--- src/rtl/pipe_ctrl_pkg.sv ---
// Shared defaults and helpers for the pipeline handshake controller.
// The flush-stage clamp lives here so every consumer agrees on out-of-range indices.
package pipe_ctrl_pkg;

    localparam int STAGES_DEF = 5;
    localparam int BUS_W_DEF  = 180;
    localparam int CNT_W_DEF  = 32;
    localparam int FLUSH_W    = 3;

    // Indices beyond the last stage flush everything above fetch.
    function automatic logic [FLUSH_W-1:0] clamp_flush(input logic [FLUSH_W-1:0] fs,
                                                       input int stages);
        if (int'(fs) >= stages) return FLUSH_W'(stages - 1);
        return fs;
    endfunction

endpackage

--- src/rtl/pipe_ctrl_stage_reg.sv ---
// One inter-stage register: valid bit plus the bus captured on handover.
// Flush clear wins over a concurrent load of the valid bit; the bus still captures.
module pipe_stage_reg
    import pipe_ctrl_pkg::*;
#(
    parameter int BUS_W = BUS_W_DEF
) (
    input  logic             clk,
    input  logic             reset,
    input  logic             upd,
    input  logic             in_valid,
    input  logic             clr,
    input  logic [BUS_W-1:0] bus_in,
    output logic             valid,
    output logic [BUS_W-1:0] bus_out
);

    logic             valid_q, valid_d;
    logic [BUS_W-1:0] bus_q, bus_d;

    always_comb begin
        valid_d = valid_q;
        bus_d   = bus_q;
        if (upd) valid_d = in_valid;
        if (clr) valid_d = 1'b0;
        if (upd && in_valid) bus_d = bus_in;
    end

    always_ff @(posedge clk) begin
        if (reset) begin
            valid_q <= 1'b0;
            bus_q   <= '0;
        end else begin
            valid_q <= valid_d;
            bus_q   <= bus_d;
        end
    end

    assign valid   = valid_q;
    assign bus_out = bus_q;

endmodule

--- src/rtl/pipe_ctrl.sv ---
// Pipeline handshake controller: backpressure chain, flush, stage registers
// and saturating stall/flush event counters.
module pipe_ctrl
    import pipe_ctrl_pkg::*;
#(
    parameter int STAGES = STAGES_DEF,
    parameter int BUS_W  = BUS_W_DEF,
    parameter int CNT_W  = CNT_W_DEF
) (
    input  logic                        clk,
    input  logic                        reset,
    input  logic [STAGES-1:0]           stage_over,
    input  logic [STAGES*BUS_W-1:0]     stage_bus,
    input  logic                        flush_req,
    input  logic [2:0]                  flush_stage,
    output logic [STAGES-1:0]           stage_valid,
    output logic [STAGES-1:0]           allow_in,
    output logic                        next_fetch,
    output logic [(STAGES-1)*BUS_W-1:0] bus_r,
    output logic [3:0]                  occupancy,
    output logic [CNT_W-1:0]            stall_cnt,
    output logic [CNT_W-1:0]            flush_cnt
);

    logic [STAGES-1:0] eff_over;
    logic [STAGES-1:1] flush_clr;
    logic [2:0]        flush_k;
    logic              valid0_q, valid0_d;
    logic [CNT_W-1:0]  stall_cnt_q, stall_cnt_d;
    logic [CNT_W-1:0]  flush_cnt_q, flush_cnt_d;
    logic              unused_last_bus;

    // Writeback has no consumer, so its outgoing bus slice is dropped.
    assign unused_last_bus = ^stage_bus[STAGES*BUS_W-1 -: BUS_W];

    // Backpressure ripples from writeback toward fetch.
    always_comb begin
        eff_over = stage_valid & stage_over;
        allow_in = '0;
        allow_in[STAGES-1] = !stage_valid[STAGES-1] || eff_over[STAGES-1];
        for (int i = STAGES - 2; i >= 1; i--)
            allow_in[i] = !stage_valid[i] || (eff_over[i] && allow_in[i+1]);
        allow_in[0] = (eff_over[0] && allow_in[1]) || flush_req;
    end

    always_comb begin
        flush_k   = clamp_flush(flush_stage, STAGES);
        flush_clr = '0;
        for (int i = 1; i < STAGES; i++)
            flush_clr[i] = flush_req && (i <= int'(flush_k));
    end

    always_comb begin
        valid0_d    = 1'b1;
        stall_cnt_d = stall_cnt_q;
        flush_cnt_d = flush_cnt_q;
        if (stage_valid[0] && !allow_in[0] && stall_cnt_q != '1)
            stall_cnt_d = stall_cnt_q + CNT_W'(1);
        if (flush_req && flush_cnt_q != '1)
            flush_cnt_d = flush_cnt_q + CNT_W'(1);
    end

    always_ff @(posedge clk) begin
        if (reset) begin
            valid0_q    <= 1'b0;
            stall_cnt_q <= '0;
            flush_cnt_q <= '0;
        end else begin
            valid0_q    <= valid0_d;
            stall_cnt_q <= stall_cnt_d;
            flush_cnt_q <= flush_cnt_d;
        end
    end

    for (genvar g = 1; g < STAGES; g++) begin : g_stage
        pipe_stage_reg #(.BUS_W(BUS_W)) u_stage (
            .clk      (clk),
            .reset    (reset),
            .upd      (allow_in[g]),
            .in_valid (eff_over[g-1]),
            .clr      (flush_clr[g]),
            .bus_in   (stage_bus[(g-1)*BUS_W +: BUS_W]),
            .valid    (stage_valid[g]),
            .bus_out  (bus_r[(g-1)*BUS_W +: BUS_W])
        );
    end

    assign stage_valid[0] = valid0_q;
    assign next_fetch     = allow_in[0];
    assign stall_cnt      = stall_cnt_q;
    assign flush_cnt      = flush_cnt_q;

    always_comb begin
        occupancy = '0;
        for (int i = 0; i < STAGES; i++)
            occupancy = occupancy + {3'b000, stage_valid[i]};
    end

endmodule

--- config.mk ---
export PLATFORM = sky130hd
export DESIGN_NAME = pipe_ctrl
export DESIGN_NICKNAME = d
export VERILOG_FILES = /design/src/rtl/pipe_ctrl_pkg.sv /design/src/rtl/pipe_ctrl_stage_reg.sv /design/src/rtl/pipe_ctrl.sv
export SDC_FILE = /design/constraint.sdc
export NUM_CORES = 2
export LEC_CHECK = 0
export BUFFER_PORTS_ARGS = -buffer_cell sky130_fd_sc_hd__buf_2
export CAP_MARGIN = 25
export CORE_AREA = 2 2 660 662
export DETAILED_ROUTE_END_ITERATION = 6
export DIE_AREA = 0 0 662 664
export PLACE_DENSITY_LB_ADDON = 0.25
export SYNTH_ARGS = -nofsm -noshare
export SYNTH_HDL_FRONTEND = slang
export SYNTH_SLANG_ARGS = --single-unit
--- constraint.sdc ---
create_clock -name clk -period 3.5 [get_ports clk]
set_input_delay 0.7 -clock clk [delete_from_list [all_inputs] [get_ports clk]]
set_output_delay 0.7 -clock clk [all_outputs]
set_load 0.1 [all_outputs]
Yosys cells after proc, flatten, opt, wreduce, memory -nomap -nowiden
Index checks and enable logic that the tools add are counted.
{ "totals": {"ff_bits": 789, "input_bits": 911, "out_inout_bits": 799, "elab_cells": 54} }
{ "classes": {"addsub": 6, "order_cmp": 5, "n_eq_ne": 2, "mux": 4, "n_bitwise": 1, "n_reduce_logical": 25} }
{ "ops": {"columns": ["op", "count"], "rows": [
  ["$add 32x1->32 const B", 2],
  ["$ne 32x32->1 const B", 2],
  ["$logic_and 1x1->1", 11],
  ["$reduce_or 2->1", 4],
  ["$le 2x3->1 const A", 2],
  ["$mux 3", 2],
  ["$and 5x5->5", 1],
  ["$logic_not 1->1", 5],
  ["$logic_or 1x1->1", 5],
  ["$add 3x1->4", 1],
  ["$add 4x1->4", 1],
  ["$add 2x1->3", 1],
  ["$ge 3x3->1 const B", 1],
  ["$le 1x3->1 const A", 1],
  ["$le 3x3->1 const A", 1],
  ["$add 1x1->2", 1],
  ["$mux 1", 2]
]} }

Depth between registers and ports, before layout
{ "depth": {"depth_word": 13, "ltp_mapped": 10, "ltp_nobuf": 7} }

Cells and area by module
Synthesis repeated with hierarchy kept, for this count alone.
{ "unflattened": {"cells_unflattened": 3741, "area_unflattened_um2": 36866.6} }
{ "by_module_without_submodules": {"columns": ["mod", "instances", "cells_each", "area_per_inst_um2", "seq_area_each_um2"], "rows": [
  ["pipe_stage_reg", 4, 823, 8301.7, 3623.5],
  ["pipe_ctrl", 1, 449, 3659.8, 1301.2]
]} }

Worst setup path after synthesis
No wires, ideal clock.
{ "synth_path": {"kind": "input -> output", "startpoint": "input port stage_over[4]", "endpoint": "output port allow_in[0]", "arrival_ps": 4283, "required_time_ps": 2800, "path_slack_ps": -1483, "stages": 8, "n_path_buf": 3, "cell_sequence": "nor2b_1 -> o211a_2 -> inv_1 -> a21boi_1 -> buf_2 -> clkbuf_1 -> o21ai_0 -> buf_4"} }
{ "synth_between": {"elab_chain_cells": 10} }
{ "synth_lines": {"columns": ["item", "line_no", "text"], "rows": [
  ["start: declaration", "pipe_ctrl.sv:12", "input logic [STAGES-1:0] stage_over,"],
  ["$and 5x5->5", "pipe_ctrl.sv:38", "eff_over = stage_valid & stage_over;"],
  ["$logic_or 1x1->1", "pipe_ctrl.sv:40", "allow_in[STAGES-1] = !stage_valid[STAGES-1] || eff_over[STAGES-1];"],
  ["$logic_and 1x1->1", "pipe_ctrl.sv:42", "allow_in[i] = !stage_valid[i] || (eff_over[i] && allow_in[i+1]);"],
  ["$logic_or 1x1->1", "pipe_ctrl.sv:42", null],
  ["$logic_and 1x1->1", "pipe_ctrl.sv:42", null],
  ["$logic_or 1x1->1", "pipe_ctrl.sv:42", null],
  ["named net g_stage[2].u_stage.upd", "pipe_ctrl_stage_reg.sv:10", "input logic upd,"],
  ["$logic_and 1x1->1", "pipe_ctrl.sv:42", null],
  ["$logic_or 1x1->1", "pipe_ctrl.sv:42", null],
  ["$logic_and 1x1->1", "pipe_ctrl.sv:43", "allow_in[0] = (eff_over[0] && allow_in[1]) || flush_req;"],
  ["$logic_or 1x1->1", "pipe_ctrl.sv:43", null],
  ["end: declaration", "pipe_ctrl.sv:17", "output logic [STAGES-1:0] allow_in,"]
]} }
The timed path passes the listed nets, and every way through them passes these cells.

Worst setup path in the final report
{ "layout_path": {"startpoint": "register valid0_q", "endpoint": "output port occupancy[1]"} }
{ "layout_between": {"elab_chain_cells": 4} }
{ "layout_lines": {"columns": ["item", "line_no", "text"], "rows": [
  ["start: declaration", "pipe_ctrl.sv:28", "logic valid0_q, valid0_d;"],
  ["start signal: assignment", "pipe_ctrl.sv:69", "valid0_q <= valid0_d;"],
  ["$add 1x1->2", "pipe_ctrl.sv:96", "occupancy = occupancy + {3'b000, stage_valid[i]};"],
  ["$add 2x1->3", "pipe_ctrl.sv:96", null],
  ["$add 3x1->4", "pipe_ctrl.sv:96", null],
  ["$add 4x1->4", "pipe_ctrl.sv:96", null],
  ["end: declaration", "pipe_ctrl.sv:20", "output logic [3:0] occupancy,"]
]} }
No other way between the ends.

==> flow_summary.json <==
{
  "fin_cells": 11400,
  "grt_max_degree": 144,
  "min_period_over_period_pct": 95.5,
  "fmax_ghz": 0.299,
  "dr_wl_met3_microns": 28400,
  "grt_use_total_pct": 12.3,
  "yosysTopAreaCellShare_pct": 54.7,
  "cp_common_cell": "fa_1",
  "grt_antenna_before_repair": 238,
  "cts_buffers": 115,
  "dieArea_sq_um": 440000,
  "dp_cells": 10700,
  "synth_area_leaders": "dfxtp_1 55%, nand2_1 14%, a21oi_1 13%, nand3_1 3.5%, o21ai_0 3.3%",
  "grt_pass1_wl_microns": 353000,
  "globalplace.congestion": 0.815,
  "drive_gt1_share_pct": 34.0,
  "yosysTopAreaCell": "dfxtp_1",
  "wl_met2_microns": 138000,
  "tightest_slew_ps": 987,
  "skew_ps": 90.7,
  "grt_pass1_vias": 32600,
  "yosysMostFrequentCell": "nand2_1",
  "critical_path_arrival_ps": 2640,
  "coreArea_sq_um": 433000,
  "synth_area_per_cell_sq_um": 7.97,
  "synth-warning-count": 0,
  "wire_per_inst_microns": 24.9,
  "drv_cap": 0,
  "cts.sinks": 789,
  "num_rows": 242,
  "crit_type": "reg2out",
  "relSlewSlack_pct": 34.6,
  "gr-total-overflow": 0,
  "drc": 0,
  "area_delta_synth_final_pct": 78.7,
  "antenna_left": 0,
  "cp_max_fo": 5,
  "dieHeight_microns": 664,
  "cpLargestDelayFamily": "adder cells",
  "slowest_delay_ps": 470,
  "clk_pin_slew_worst_paths_ps": 60,
  "portBuffers": 1528,
  "yosysUniqueCellTypes": 56,
  "cp.depth": 4,
  "synthesis.nets": 4535,
  "clock_latency_ps": 900,
  "h-tree-depth": 3,
  "rsz0062_at_grt": "no",
  "first_pass_iters": 5,
  "yosysSeqAreaShare_pct": 54.7,
  "crit_required_ps": 2800,
  "finalCriticalPeriod_ps": 3340,
  "synthFlopType": "dfxtp_1",
  "crit_path_end_kind": "primary output",
  "holdPathStages": 3,
  "slew_viol_final": 0,
  "ioPinCount": 1710,
  "synth_common_cells": "1111 x nand2_1, 789 x dfxtp_1, 764 x a21oi_1, 240 x clkbuf_1, 200 x nand3_1",
  "drt-met1-wl_microns": 107000,
  "die_w_microns": 662,
  "finalSetupViolCount": 0,
  "clk_root_buffer_cell": "clkbuf_16",
  "avgViaCountPerCell": 2.97,
  "synth_edf_count": 0,
  "status": "finished clean",
  "async_reset_ff_share_pct": 0,
  "p_leak_nw": 19.9,
  "hold_viol_final": 0,
  "hold_class": "in2reg",
  "setup_ws_ps": 157,
  "ir_drop_uv": 397,
  "critPathSlowestCell": "dfxtp_2",
  "top_layer": "met5",
  "cts_buffer_depth": 4,
  "hpwlAfterDp_microns": 240000,
  "p_per_area_nw_per_um2": 483,
  "totalWireLength_microns": 283000,
  "netlist_area_sq_um": 28900,
  "synth-seq-cells": 789,
  "post-place-ws_ps": 264,
  "syn_inst": 3619,
  "critPathLaunchType": "flip-flop",
  "layout.nets": 6316,
  "worstPathCellList": "fa_1 > fa_1 > ha_1 > buf_6",
  "cts_tree": "done",
  "drtIter0Drc": 1783,
  "initial_utilization_pct": 6.67,
  "num_vias": 33700,
  "r2r_cells": 7,
  "cp.buffers_inverters": 1
}
logic make-up after synthesis:
kind of cell | count (synthesis) | synth area share (%)
AOI/OAI and AO/OA | 1007 | 18.0
buffers and inverters | 331 | 4.74
xor gates and xnor gates | 4 | 0.121
other | 1 | 0.0130
DFF | 789 | 54.7
and+or+nand+nor | 1468 | 21.6
muxes | 14 | 0.577
adders and majority gates | 5 | 0.269
per-stage QoR:
step	total power, mW	utilization [%]	cell area (sq um)	hold WS, ps	setup TNS (ps)
after global routing	25.9	11.9	51400	31.9	0
final	24.9	11.9	51600	105	0
after global placement	11.9	10.1	43800	440	0
after floorplan	10.8	-	28900	519	0
after detailed placement	11.9	10.1	43800	443	0
after CTS	25.6	11.8	51200	0.114	-103
registers in the layout, indices dropped and copies added (netlist names):
| name | count |
|---|---|
| valid0_q | 1 |
| stall_cnt | 32 |
| g_stage.u_stage.bus_out | 720 |
| g_stage.u_stage.valid | 4 |
| flush_cnt | 32 |
routing by layer:
layer	GRT usage, %	vias up
met5	0	-
met3	5.32	420
met2	21.5	1263
li1	-	16000
met1	13.5	15900
met4	3.17	120
repair_timing:
item | CTS | global route
pin swaps | 1 | 0
endpoints found under the hold margin | 340 | 0
resized for setup | 7 | 4
endpoints found under the setup margin | 6 | 5
hold buffers | 340 | 0
setup buffers | 4 | 0
path summary, 6_finish.rpt:
path	from	end	slack (ps)
max	valid0_q	occupancy[1]	160
min	stage_bus[347]	g_stage[2].u_stage.bus_out[167]	100
max reg2reg	stall_cnt[0]	stall_cnt[5]	950
min reg2reg	g_stage[3].u_stage.bus_out[22]	g_stage[3].u_stage.bus_out[22]	450
area by class of cell:
type                    instances  area, sq um
well taps                    5734         7170
diodes                        129          323
inverters                      21         86.3
clock buffers                 156         3300
clock inverters                48          706
repair buffers               1974        12400
multi-input cells            2499        11800
fillers                     50400       381000
flip-flops and latches        789        15800
worst register-to-register path, cell delays in order, from the launching register on:
cell and delay [ps]:
dfxtp_1 400, ha_1 300, nand3_1 170, or3_4 470, nor4_4 300, buf_4 350
nor3_1 160, mux2_4 320
report_power, final:
group | total [mW] | switching (mW) | internal [mW]
clock | 12.8 | 5.07 | 7.74
sequential | 9.20 | 0.0732 | 9.12
combinational | 2.87 | 2.06 | 0.807
total | 24.9 | 7.21 | 17.7
layout by cell type (no fill, tap or decap), types with 4 or more instances in the layout:
cell and n:
buf_2 1522, nand2_1 1110, dfxtp_1 786, a21oi_1 764
dlygate4sd3_1 340, nand3_1 197, o21ai_0 190, diode_2 129
clkbuf_16 116, buf_4 69, buf_12 39, o31ai_1 32
or4_1 32, nor2_1 27, clkbuf_8 25, nand4_1 20
inv_1 18, bufinv_16 16, nor4_1 15, clkbuf_1 15
or3_1 14, clkinv_2 14, nor2b_1 8, clkinvlp_4 8
and4_1 6, and3_1 6, inv_6 6, mux2_2 5
nor3_1 4, mux2_1 4
Note: power is estimated with default switching activity, not from simulation.
